File: src/rtl/gpio_debounce.sv
// Per-channel GPIO debouncer: 2-flop sync, hold counter, optional edge pulses/sticky flags/irq (GPIO_DEBOUNCE_EDGE_EN).
// Latency: o_level DEBOUNCE_CYCLES+2 edges after pin change; pulses with o_level, flags +1, o_irq_n +2.
// Backpressure: none; every input edge is consumed, events are held in sticky flags until cleared.
module gpio_debounce #(
  parameter int   CHANNELS        = 4,
  parameter int   DEBOUNCE_CYCLES = 48000,
  parameter int   CNT_WIDTH       = 16,
  parameter logic RESET_LEVEL     = 1'b0
) (
  input  logic                i_clk,
  input  logic                i_reset_n,
  input  logic [CHANNELS-1:0] i_pins,
  output logic [CHANNELS-1:0] o_level,
  output logic [CHANNELS-1:0] o_rise,
  output logic [CHANNELS-1:0] o_fall,
  output logic [CHANNELS-1:0] o_flags,
  input  logic [CHANNELS-1:0] i_flag_clear,
  output logic                o_irq_n
);

  localparam logic [CNT_WIDTH-1:0] CNT_LAST = CNT_WIDTH'(DEBOUNCE_CYCLES - 1);

  logic [CHANNELS-1:0] sync_meta;
  logic [CHANNELS-1:0] sync_q;
  logic [CHANNELS-1:0] level_load;

  always_ff @(posedge i_clk or negedge i_reset_n) begin
    if (!i_reset_n) begin
      sync_meta <= {CHANNELS{RESET_LEVEL}};
      sync_q    <= {CHANNELS{RESET_LEVEL}};
    end else begin
      sync_meta <= i_pins;
      sync_q    <= sync_meta;
    end
  end

  // Counter tracks consecutive cycles the synced pin disagrees with o_level; saturates by reloading on the flip.
  for (genvar n = 0; n < CHANNELS; n++) begin : g_ch
    logic [CNT_WIDTH-1:0] cnt;
    logic                 differs;

    assign differs       = sync_q[n] != o_level[n];
    assign level_load[n] = differs && (cnt == CNT_LAST);

    always_ff @(posedge i_clk or negedge i_reset_n) begin
      if (!i_reset_n) begin
        cnt <= '0;
      end else if (!differs || level_load[n]) begin
        cnt <= '0;
      end else begin
        cnt <= cnt + 1'b1;
      end
    end
  end

  always_ff @(posedge i_clk or negedge i_reset_n) begin
    if (!i_reset_n) begin
      o_level <= {CHANNELS{RESET_LEVEL}};
    end else begin
      o_level <= o_level ^ level_load;
    end
  end

`ifdef GPIO_DEBOUNCE_EDGE_EN
  // Pulses register alongside o_level so they line up with the cycle showing the new value.
  always_ff @(posedge i_clk or negedge i_reset_n) begin
    if (!i_reset_n) begin
      o_rise  <= '0;
      o_fall  <= '0;
      o_flags <= '0;
      o_irq_n <= 1'b1;
    end else begin
      o_rise  <= level_load & sync_q;
      o_fall  <= level_load & ~sync_q;
      o_flags <= (o_flags & ~i_flag_clear) | o_rise | o_fall;
      o_irq_n <= ~|o_flags;
    end
  end
`else
  logic unused_flag_clear;

  assign unused_flag_clear = ^i_flag_clear;
  assign o_rise  = '0;
  assign o_fall  = '0;
  assign o_flags = '0;
  assign o_irq_n = 1'b1;
`endif

endmodule

File: config.mk
export PLATFORM = sky130hd
export DESIGN_NAME = gpio_debounce
export DESIGN_NICKNAME = d
export VERILOG_FILES = /design/src/rtl/gpio_debounce.sv
export SDC_FILE = /design/constraint.sdc
export NUM_CORES = 1
export LEC_CHECK = 0
export CAP_MARGIN = 30
export CORE_MARGIN = 5
export CORE_UTILIZATION = 48
export DETAILED_ROUTE_END_ITERATION = 16
export GPL_TIMING_DRIVEN = 0
export PLACE_DENSITY = 0.67
export SLEW_MARGIN = 20
export SYNTH_ARGS = -nofsm -noshare
export SYNTH_HDL_FRONTEND = slang
export SYNTH_SLANG_ARGS = --single-unit
File: constraint.sdc
create_clock -name i_clk -period 4.55 [get_ports i_clk]
set_clock_uncertainty 0.05 [all_clocks]
set_input_delay 1.365 -clock i_clk [delete_from_list [all_inputs] [get_ports i_clk]]
set_output_delay 1.365 -clock i_clk [all_outputs]
set_load 0.005 [all_outputs]
==> metrics.cfg, run 1 <==
[detailed_routing]
ant_nets=0
via_per_inst=5.08
first_iter_violations=78
drc=0
num_vias=2497
drt-pass1-iter-count=4
avgRoutedWirePerCell_um=12.1
drt-total-wl_um=5940

[setup_path]
cp_num_buf_inv=1
slowest_stage=clkdlybuf4s50_1
crit_arrival_ns=1.23
crit_family=buffers and inverters
worst-path-max-fanout=3
crit_path_start_kind=flip-flop
criticalPathCategory=flip-flop to output port
path_cells=clkdlybuf4s50_1
crit_required_ns=3.13
endpoint_kind=output port
max_stage_delay_ns=0.52

[sta]
maxSlewViolCount=0
min_period_over_period=0.581
min_period_ns=2.64
setup_viol=0
rsz0062_at_grt=no
maxClockFrequency_ghz=0.378
hold_viol=0

[cts]
ctsResizeCount=0
cts_buffers=9
htree_levels=3
cts_tree=built
clkSinkCount=76
clk_latency_ns=0.34
cts_setup_buffers=0
cts_root_buf=clkbuf_8
cts_buffer_depth=2
holdBufCountCts=0
clk_pin_slew_ns=0.07

[global_route]
gr-usage-all-layers=0.140
grt_max_degree=58
grt.busiest_layer=met2
grt_pass1_vias=2487
antenna_found_initial=0
use_met2=0.229
grt_use_met1=0.179
grt_overflow=0
grt_pass1_wl_um=11100
met3_usage=0.0252

[placement]
hpwl_um=4100
place_congestion=0.816
portBuffers=9
dp_cells=478

[synth]
netlist_area_um2=3610
yosys.area.top_type_share=0.527
synth_top_flop_cell=dfrtp_1
syn_inst=358
synth_cell_type_count=28
syn_area_per_cell_um2=10.1
synthTopCellsByArea=dfrtp_1 53%, xnor2_1 13%, nor2_1 8.3%, nand3_1 3.2%, nor4_1 3.1%
synth_edf_count=0
ys_ff_latch=76
ys_seq_area_frac=0.527
synthArstFlopShare=1.00
yosysWarnings=0
yosys.area.top_type=dfrtp_1

[layout]
syn2layout_area_growth_pct=12.7
drive_gt1_frac=0.109
fin_nets=404
antenna_cells=0
finalNonFillerCells=492

[floorplan]
rows=31
initial_core_util=0.495
die_h_um=96.7
die_area_um2=9350
core_um2=7290
dieWidth_um=96.7
pin_count=27

[power]
p_leak_nw=1.62
power_density_nw_per_um2=304
p_total_mw=1.23
vdd_drop_max_mv=0.137

[run_status]
run_status=completed

[flow_run]
drv_cap=0

[worst_hold_path]
hold_class=flip-flop to flip-flop

==> through the flow <==
step	utilization	hold WS, ns	setup TNS, ns	setup WS (ns)	instance area, um2
2_1_floorplan	-	0.281	0	2.65	3650
5_1_grt	0.558	0.307	0	1.85	4070
4_1_cts	0.558	0.302	0	1.88	4070
3_3_place_gp	0.530	0.285	-44.35	-0.588	3860
6_report	0.558	0.299	0	1.91	4070
3_5_place_dp	0.533	0.286	0	2.25	3890
==> registers in the layout, summed over array words and instances (netlist names), named ones only <==
signal,flops
sync_q,4
g_ch.cnt,64
sync_meta,4
==> cell families (layout without fill, tap and decap cells) <==
family / count (synthesis) / count (layout) / share of synthesized area
compound gates: 3 / 3 / 0.00937
other cells: 2 / 13 / 0.00208
mux: 4 / 4 / 0.0125
simple gates: 175 / 175 / 0.234
xor+xnor: 60 / 60 / 0.146
fa+ha+maj: 4 / 4 / 0.0139
buf+inv: 34 / 58 / 0.0555
flops: 76 / 76 / 0.527
==> routing by layer <==
layer  vias up  routed length (um)
met5         -                   0
met4         0                  87
met3        11                 187
met2        46                2930
met1      1205                2740
li1       1235                   -
==> final timing paths <==
path,startpoint,end,slack [ns],cells after the start
worst min register to register,sync_meta[3],sync_q[3],0.30,0
max in group asynchronous,i_reset_n,g_ch[2].cnt[1],3.03,2
min in group asynchronous,i_reset_n,g_ch[3].cnt[12],0.85,1
worst max register to register,g_ch[2].cnt[0],g_ch[2].cnt[14],2.51,6
worst max-delay path,flip-flop,o_level[2],1.91,1
worst min-delay path,sync_meta[3],sync_q[3],0.30,0
==> area by class of cell <==
cell class,count,area [um2]
fillers,663,3230
flip-flops and latches,76,1900
multi-input cells,259,1550
plain buffers,19,144
clock buffers,9,124
well taps,99,124
repair buffers,10,115
inverters,15,56.3
clock inverters,5,55.1
==> where the power goes <==
part / internal (mW) / total (mW) / leakage (nW) / switching (mW)
combinational: 0.0267 / 0.0614 / 0.504 / 0.0347
sequential: 0.687 / 0.698 / 1.03 / 0.0108
clock: 0.245 / 0.475 / 0.0870 / 0.230
total: 0.959 / 1.23 / 1.62 / 0.276
==> synthesized netlist by cell type, types with 2 or more instances <==
master    instances
a31o_2            2
and3_1            2
buf_4            13
buf_6             3
clkbuf_1          2
conb_1            2
dfrtp_1          76
ha_1              4
inv_1            15
mux2_2            4
nand2_1          12
nand2b_1          2
nand3_1          23
nand4_1          17
nor2_1           80
nor3_1           14
nor4_1           18
xnor2_1          53
xor2_1            7
==> cells in the final DEF (no fill, tap or decap) <==
cell type        instances
clkinvlp_4               2
nand2_1                 12
dfrtp_1                 76
ha_1                     4
clkinv_2                 2
nor4_2                   1
xor2_1                   7
mux2_2                   4
xnor2_1                 53
nor3_1                  14
o21ai_4                  1
bufinv_16                1
nor4_1                  18
and3_1                   2
nor2_1                  80
or4_4                    1
buf_2                    1
nand4_1                 17
conb_1                  13
clkbuf_1                 2
nand3_2                  1
clkbuf_8                 9
buf_4                   14
inv_1                   15
buf_16                   1
a31o_2                   2
nand3b_1                 1
buf_6                    3
or2_1                    1
nand3_1                 23
nand4bb_1                1
clkdlybuf4s50_1          8
or4b_1                   1
nand2b_1                 2
Power figures use the tool's default switching activity.
==> run 2: changes to the inputs <==
Clock period 4.55 ns to 2.5 ns, I/O delays scaled along.
==> results of run 2 <==
The final DEF is identical to that of run 1. Status: completed.
Main changes from that run: setup slack after placement 2.25 ns -> 0.435 ns; setup slack after layout 1.91 ns -> 0.462 ns; hold slack 0.299 ns -> 0.237 ns; end point of the critical path o_level[2] -> g_ch[2].cnt[14]; register-to-register setup slack 2.51 ns -> 0.46 ns; total power 1.23 mW -> 2.25 mW; worst IR drop on VDD 0.137 mV -> 0.249 mV
